**src/rtl/energy_sample_scheduler_pkg.sv**
```systemverilog
// energy_sample_scheduler shared types and defaults.
// State encoding, parameter defaults and the channel-index type.
package energy_sched_pkg;

  localparam int NCH_DEF     = 4;
  localparam int PW_DEF      = 8;
  localparam int DW_DEF      = 8;
  localparam int TIMEOUT_DEF = 15;
  localparam int CW_DEF      = $clog2(NCH_DEF);

  typedef logic [CW_DEF-1:0] ch_t;

  typedef enum logic [1:0] {
    IDLE  = 2'd0,
    START = 2'd1,
    WAIT  = 2'd2,
    OUT   = 2'd3
  } state_e;

endpackage

```
**src/rtl/energy_sample_scheduler_if.sv**
```systemverilog
// Collector handshake and sample output bundle.
// master = scheduler side, slave = collector / logging side.
interface energy_sample_scheduler_if
  import energy_sched_pkg::*;
#(
  parameter int CW = CW_DEF,
  parameter int DW = DW_DEF
) ();

  logic          conv_start;
  logic [CW-1:0] conv_ch;
  logic          conv_done;
  logic [DW-1:0] conv_data;
  logic          smp_valid;
  logic [CW-1:0] smp_ch;
  logic [DW-1:0] smp_data;

  modport master (
    output conv_start, conv_ch,
    output smp_valid, smp_ch, smp_data,
    input  conv_done, conv_data
  );

  modport slave (
    input  conv_start, conv_ch,
    input  smp_valid, smp_ch, smp_data,
    output conv_done, conv_data
  );

endinterface

```
**src/rtl/energy_sample_scheduler_rr_arbiter.sv**
```systemverilog
// Round-robin arbiter: first request at or after ptr_i, wrapping.
// Purely combinational; one-hot grant plus encoded index.
module rr_arbiter #(
  parameter  int NCH = 4,
  localparam int CW  = $clog2(NCH)
) (
  input  logic [NCH-1:0] req_i,
  input  logic [CW-1:0]  ptr_i,
  output logic [NCH-1:0] gnt_o,
  output logic [CW-1:0]  idx_o,
  output logic           any_o
);

  int            jj;
  logic [CW-1:0] j;

  // scan requests starting from the pointer
  always_comb begin
    gnt_o = '0;
    idx_o = '0;
    any_o = 1'b0;
    jj    = 0;
    j     = '0;
    for (int k = 0; k < NCH; k++) begin
      jj = (int'(ptr_i) + k) % NCH;
      j  = CW'(jj);
      if (!any_o && req_i[j]) begin
        any_o    = 1'b1;
        gnt_o[j] = 1'b1;
        idx_o    = j;
      end
    end
  end

endmodule

```
**src/rtl/energy_sample_scheduler.sv**
```systemverilog
// energy_sample_scheduler: per-channel period timers, round-robin grant,
// collector start/done handshake with timeout, one-cycle tagged samples.
module energy_sample_scheduler
  import energy_sched_pkg::*;
#(
  parameter  int NCH     = NCH_DEF,
  parameter  int PW      = PW_DEF,
  parameter  int DW      = DW_DEF,
  parameter  int TIMEOUT = TIMEOUT_DEF,
  localparam int CW      = $clog2(NCH)
) (
  input  logic           clk,
  input  logic           rst_n,
  input  logic           ena,
  input  logic           cfg_we,
  input  logic [CW-1:0]  cfg_ch,
  input  logic [PW-1:0]  cfg_period,
  energy_sample_scheduler_if.master bus,
  output logic [NCH-1:0] overrun,
  output logic           timeout_err,
  output logic           busy
);

  localparam int TW = $clog2(TIMEOUT + 1);

  state_e          state_q, state_d;
  logic [PW-1:0]   period_q [NCH];
  logic [PW-1:0]   cnt_q    [NCH];
  logic [NCH-1:0]  pend_q, ovr_q;
  logic [NCH-1:0]  expire, clr, gnt;
  logic [CW-1:0]   ptr_q, gidx, gch_q, smp_ch_q;
  logic [DW-1:0]   smp_data_q;
  logic [TW-1:0]   tcnt_q;
  logic            tout_q, any, grant, tmo;
  logic            start_s, valid_s;

  rr_arbiter #(.NCH(NCH)) u_arb (
    .req_i (pend_q),
    .ptr_i (ptr_q),
    .gnt_o (gnt),
    .idx_o (gidx),
    .any_o (any)
  );

  assign grant = (state_q == IDLE) && ena && any;
  assign clr   = grant ? gnt : '0;
  assign tmo   = (tcnt_q == TW'(TIMEOUT - 1));

  // timer expiry: counter at period-1 while enabled and configured
  always_comb begin
    expire = '0;
    for (int i = 0; i < NCH; i++)
      expire[i] = ena && (period_q[i] != '0) &&
                  (cnt_q[i] == period_q[i] - PW'(1));
  end

  // per-channel period, counter, pending and sticky overrun
  always_ff @(posedge clk) begin
    if (!rst_n) begin
      for (int i = 0; i < NCH; i++) begin
        period_q[i] <= '0;
        cnt_q[i]    <= '0;
      end
      pend_q <= '0;
      ovr_q  <= '0;
    end else begin
      for (int i = 0; i < NCH; i++) begin
        if (cfg_we && cfg_ch == CW'(i)) begin
          period_q[i] <= cfg_period;
          cnt_q[i]    <= '0;
          pend_q[i]   <= 1'b0;
        end else begin
          if (expire[i])
            cnt_q[i] <= '0;
          else if (ena && period_q[i] != '0)
            cnt_q[i] <= cnt_q[i] + PW'(1);
          if (expire[i]) begin
            pend_q[i] <= 1'b1;
            if (pend_q[i] && !clr[i])
              ovr_q[i] <= 1'b1;
          end else if (clr[i]) begin
            pend_q[i] <= 1'b0;
          end
        end
      end
    end
  end

  // FSM state register
  always_ff @(posedge clk) begin
    if (!rst_n) state_q <= IDLE;
    else        state_q <= state_d;
  end

  // FSM next state
  always_comb begin
    state_d = state_q;
    unique case (state_q)
      IDLE:    if (grant) state_d = START;
      START:   state_d = WAIT;
      WAIT: begin
        if (bus.conv_done) state_d = OUT;
        else if (tmo)      state_d = IDLE;
      end
      OUT:     state_d = IDLE;
      default: state_d = IDLE;
    endcase
  end

  // FSM outputs decoded from state
  always_comb begin
    start_s = (state_q == START);
    valid_s = (state_q == OUT);
    busy    = (state_q != IDLE);
  end

  // grant pointer, wait timer, captured sample and timeout flag
  always_ff @(posedge clk) begin
    if (!rst_n) begin
      ptr_q      <= '0;
      gch_q      <= '0;
      tcnt_q     <= '0;
      smp_ch_q   <= '0;
      smp_data_q <= '0;
      tout_q     <= 1'b0;
    end else begin
      if (grant) begin
        gch_q <= gidx;
        ptr_q <= (gidx == CW'(NCH - 1)) ? '0 : gidx + CW'(1);
      end
      if (state_q == WAIT) tcnt_q <= tcnt_q + TW'(1);
      else                 tcnt_q <= '0;
      if (state_q == WAIT && bus.conv_done) begin
        smp_ch_q   <= gch_q;
        smp_data_q <= bus.conv_data;
      end
      if (state_q == WAIT && !bus.conv_done && tmo)
        tout_q <= 1'b1;
    end
  end

  assign bus.conv_start = start_s;
  assign bus.conv_ch    = gch_q;
  assign bus.smp_valid  = valid_s;
  assign bus.smp_ch     = smp_ch_q;
  assign bus.smp_data   = smp_data_q;
  assign overrun        = ovr_q;
  assign timeout_err    = tout_q;

endmodule
```
**src/flat_wrapper.sv**
```systemverilog
// flat-port wrapper written by rule: the top's interface ports become plain ports
module energy_sample_scheduler_flat import energy_sched_pkg::*;
#(
  parameter  int NCH     = NCH_DEF,
  parameter  int PW      = PW_DEF,
  parameter  int DW      = DW_DEF,
  parameter  int TIMEOUT = TIMEOUT_DEF,
  localparam int CW      = $clog2(NCH)
)
  (clk, rst_n, ena, cfg_we, cfg_ch, cfg_period, overrun, timeout_err, busy, bus_conv_start, bus_conv_ch, bus_smp_valid, bus_smp_ch, bus_smp_data, bus_conv_done, bus_conv_data);
  energy_sample_scheduler_if #(.DW(DW)) bus_i ();
  input  logic clk;
  input  logic rst_n;
  input  logic ena;
  input  logic cfg_we;
  input  logic [CW-1:0] cfg_ch;
  input  logic [PW-1:0] cfg_period;
  output logic [NCH-1:0] overrun;
  output logic timeout_err;
  output logic busy;
  output wire logic [$bits(bus_i.conv_start)-1:0] bus_conv_start;
  output wire logic [$bits(bus_i.conv_ch)-1:0] bus_conv_ch;
  output wire logic [$bits(bus_i.smp_valid)-1:0] bus_smp_valid;
  output wire logic [$bits(bus_i.smp_ch)-1:0] bus_smp_ch;
  output wire logic [$bits(bus_i.smp_data)-1:0] bus_smp_data;
  input wire logic [$bits(bus_i.conv_done)-1:0] bus_conv_done;
  input wire logic [$bits(bus_i.conv_data)-1:0] bus_conv_data;
  assign bus_conv_start = bus_i.conv_start;
  assign bus_conv_ch = bus_i.conv_ch;
  assign bus_smp_valid = bus_i.smp_valid;
  assign bus_smp_ch = bus_i.smp_ch;
  assign bus_smp_data = bus_i.smp_data;
  assign bus_i.conv_done = bus_conv_done;
  assign bus_i.conv_data = bus_conv_data;
  energy_sample_scheduler #(.NCH(NCH), .PW(PW), .DW(DW), .TIMEOUT(TIMEOUT)) u_core (.clk(clk), .rst_n(rst_n), .ena(ena), .cfg_we(cfg_we), .cfg_ch(cfg_ch), .cfg_period(cfg_period), .bus(bus_i), .overrun(overrun), .timeout_err(timeout_err), .busy(busy));
endmodule
```
**config.mk**
```make
export PLATFORM = sky130hd
export DESIGN_NAME = energy_sample_scheduler_flat
export DESIGN_NICKNAME = d
export VERILOG_FILES = /design/src/rtl/energy_sample_scheduler_pkg.sv /design/src/rtl/energy_sample_scheduler_if.sv /design/src/rtl/energy_sample_scheduler_rr_arbiter.sv /design/src/rtl/energy_sample_scheduler.sv /design/src/flat_wrapper.sv
export SDC_FILE = /design/constraint.sdc
export NUM_CORES = 1
export LEC_CHECK = 0
export BUFFER_PORTS_ARGS = -buffer_cell sky130_fd_sc_hd__buf_2
export CAP_MARGIN = 15
export CORE_ASPECT_RATIO = 1.4
export CORE_MARGIN = 2
export CORE_UTILIZATION = 45
export DETAILED_ROUTE_END_ITERATION = 10
export HOLD_SLACK_MARGIN = 0.06
export PLACE_DENSITY_LB_ADDON = 0.3
export SYNTH_ARGS = -nofsm -noshare
export SYNTH_HDL_FRONTEND = slang
export SYNTH_HIERARCHICAL = 1
export SYNTH_SLANG_ARGS = --single-unit
export TNS_END_PERCENT = 1
```
**constraint.sdc**
```tcl
create_clock -name clk -period 7.6 [get_ports clk]
set_clock_uncertainty 0.15 [all_clocks]
set_input_delay 0.76 -clock clk [delete_from_list [all_inputs] [get_ports clk]]
set_output_delay 0.76 -clock clk [all_outputs]
set_load 0.02 [all_outputs]
```
==> results.yml <==
yosys:
  ys_types: 67
  synth_area_um2: 5460
  synth_top_area_share_pct: 35.2
  synthCells: 525
  seq_area_frac_synth_pct: 45.8
  async_flop_share_pct: 0
  synth_nets: 564
  ys.flop_type: "edfxtp_1"
  ys_ff_latch: 93
  synthTopCellsByArea: "edfxtp_1 (35%), dfxtp_1 (11%), xor2_1 (6.3%)"
  yosys_warnings: 6
  syn_avg_cell_area_um2: 10.4
  synth_edf_count: 64
  synth_top_area_cell: "edfxtp_1"
clocking:
  clock_latency_ns: 0.34
  cts_tree: "built"
  postCtsSetupRepairBufs: 0
  clock_path_buffers: 2
  ctsResizeCount: 0
  numCtsBuffers: 9
  postCtsHoldBufs: 0
  cts_root_buf: "clkbuf_16"
  clk_pin_slew_worst_paths_ns: 0.06
  htreeDepth: 3
  cts.sinks: 93
setup_path:
  worstPathRequired_ns: 7.72
  worstSetupPathType: "reg2reg"
  arrival_ns: 3.25
  cp_max_fo: 14
  critPathLaunchType: "register"
  worst_setup_path_end_kind: "register"
  worst-r2r-cell-count: 10
place:
  place_hpwl_um: 8910
  post-place-cells: 703
  place_congestion: 0.827
  io_buffers: 42
die:
  row_count: 47
  io_pins: 43
  die_w_um: 97.1
  coreArea_um2: 11800
  die_y_um: 134
  die-area_um2: 13000
  start_util_pct: 46.2
timing:
  fin_crit_sh_pct: 41.2
  relSlewSlack_pct: 36.8
  setup_tns_ns: 0
  finalHoldViolCount: 0
  finalCriticalPeriod_ns: 3.13
  final-max-slew-violation-count: 0
  tightest_slew_ns: 0.939
  fmax_mhz: 319
  rsz0062_at_grt: "false"
  setup_viol: 0
global_routing:
  grt_use_total_pct: 18.7
  grt_pass1_vias: 4220
  grt_pass1_wl_um: 19800
  grt_antenna_before_repair: 0
  overflow: 0
  grt_max_degree: 19
layout:
  fillers: 1065
  final_common_cell: "edfxtp_1"
  final_cell_mix: "edfxtp_1 (64), buf_2 (42), xor2_1 (39), nand2_1 (37), and2_1 (37)"
  area_growth_pct: 11.7
  multi_input_area_um2: 2820
  antenna_cells: 0
  final_cell_count_no_fill: 719
  drive_gt1_share_pct: 13.5
  regArea_um2: 2500
  nNetsFinal: 606
power:
  ir_drop_v: 0.000122
  power.leakage_nw: 2.26
  cellPowerDensity_nw_per_um2: 193
  seqPwrFrac_pct: 51.7
  switching_share_pct: 25.0
  switchingPower_uw: 294
  pwr-share-comb_pct: 11.5
  p_int_uw: 883
  p_clk_share_pct: 36.8
routing:
  post_drt_via_cell_ratio: 5.73
  first_pass_iters: 5
  drtIter0Drc: 233
  wirelength_um: 11600
  drc: 0
  vias: 4123
  wl_per_cell_um: 16.2
  drtAntennaViolNets: 0
job:
  drv_cap: 0
status:
  status: "finished, final reports clean"
min_path:
  hold_class: "reg2reg"
  hold_path_depth: 2
==> power groups by stage <==
stage                     clock (mW)  sequential (mW)  combinational [mW]
final                          0.432            0.608               0.136
after global routing           0.468            0.613               0.151
after CTS                      0.445            0.608               0.136
after detailed placement           0            0.619               0.135
after global placement             0            0.617               0.129
after floorplan                    0            0.605               0.108
==> layer usage <==
metal	wire (um)	share of wire, %	vias up	track usage [%]
li1	-	-	2021	-
met1	4710	41	1972	21.5
met2	6110	53	112	34.1
met3	515	4.4	18	3.70
met4	286	2.5	0	7.36
met5	0	0	-	0
==> critical path, stage by stage, from the launching register on <==
cell	delay, ns
dfxtp_1	0.68
inv_1	0.15
ha_1	0.38
mux4_2	0.44
nor4b_4	0.41
nor2_1	0.09
a32o_1	0.26
ha_1	0.19
nor3_1	0.16
a21oi_1	0.06
nor2_1	0.10
==> path summary, 6_finish.rpt <==
check | start | end | slack (ns)
setup reg to reg | u_core/ptr_q[0] | u_core/ptr_q[0] | 4.47
hold / removal | u_core/bus.smp_data[7] | u_core/bus.smp_data[7] | 0.31
setup / recovery | u_core/ptr_q[0] | u_core/ptr_q[0] | 4.47
hold reg to reg | u_core/bus.smp_data[7] | u_core/bus.smp_data[7] | 0.31
==> cell type report <==
| type | count | area share, % |
|---|---|---|
| clock inverter | 6 | 1.05 |
| clock buffer | 10 | 3.75 |
| timing repair buffer | 44 | 3.69 |
| inverter | 21 | 1.29 |
| tap | 147 | 3.02 |
| multi-input combinational | 398 | 46.2 |
| sequential | 93 | 41.0 |
==> synthesized netlist by cell type (2+ instances only) <==
master / instances
nor3b_2: 2
nand3b_1: 3
a2111oi_4: 2
o21a_1: 2
or3_1: 2
a21oi_1: 18
a31o_1: 2
or2_2: 2
nor3_1: 27
nand2b_1: 10
inv_1: 19
o21ai_0: 8
a22o_1: 2
a21boi_0: 2
o21ba_1: 2
a31oi_1: 5
nand4_1: 3
nor2_1: 32
and3_1: 11
a221oi_1: 3
and2_1: 37
buf_6: 2
mux2i_1: 2
xor2_1: 39
mux4_2: 2
o2111ai_1: 2
a22oi_1: 9
ha_1: 16
o31a_1: 2
clkinv_1: 2
nand3_1: 32
nor2b_1: 5
nand2_1: 37
clkbuf_1: 11
dfxtp_1: 29
nor3b_1: 5
a41oi_1: 2
nor4_1: 15
edfxtp_1: 64
xnor2_1: 22
o31ai_1: 3
a32o_1: 4
mux4_1: 2
==> registers in the layout, indices dropped and copies added (netlist names) <==
signal,count
u_core/overrun,4
u_core/bus.smp_ch,2
u_core/bus.smp_data,8
u_core/pend_q,4
u_core/ptr_q,2
u_core/cnt_q,32
u_core/state_q,2
u_core/timeout_err,1
u_core/period_q,32
u_core/tcnt_q,4
u_core/bus.conv_ch,2
==> cell families after synthesis <==
group | synth area share [%]
adder cells (fa/ha/maj) | 3.67
AO/OA/AOI/OAI | 12.1
AND/OR/NAND/NOR | 23.3
buffers and inverters | 2.61
multiplexers | 2.36
flip-flops | 45.8
XOR/XNOR | 10.1
==> metrics by stage <==
stage / power [mW] / util, % / instance area (um^2) / setup WS (ns) / hold slack (ns)
3_3_place_gp: 0.747 / 49.1 / 5810 / 4.58 / 0.293
4_1_cts: 1.19 / 51.6 / 6100 / 4.48 / 0.302
3_5_place_dp: 0.754 / 49.1 / 5810 / 4.50 / 0.293
5_1_grt: 1.23 / 51.6 / 6100 / 4.19 / 0.323
2_1_floorplan: 0.713 / - / 5460 / 4.94 / 0.280
6_report: 1.18 / 51.6 / 6100 / 4.47 / 0.307
Power figures use the tool's default switching activity.
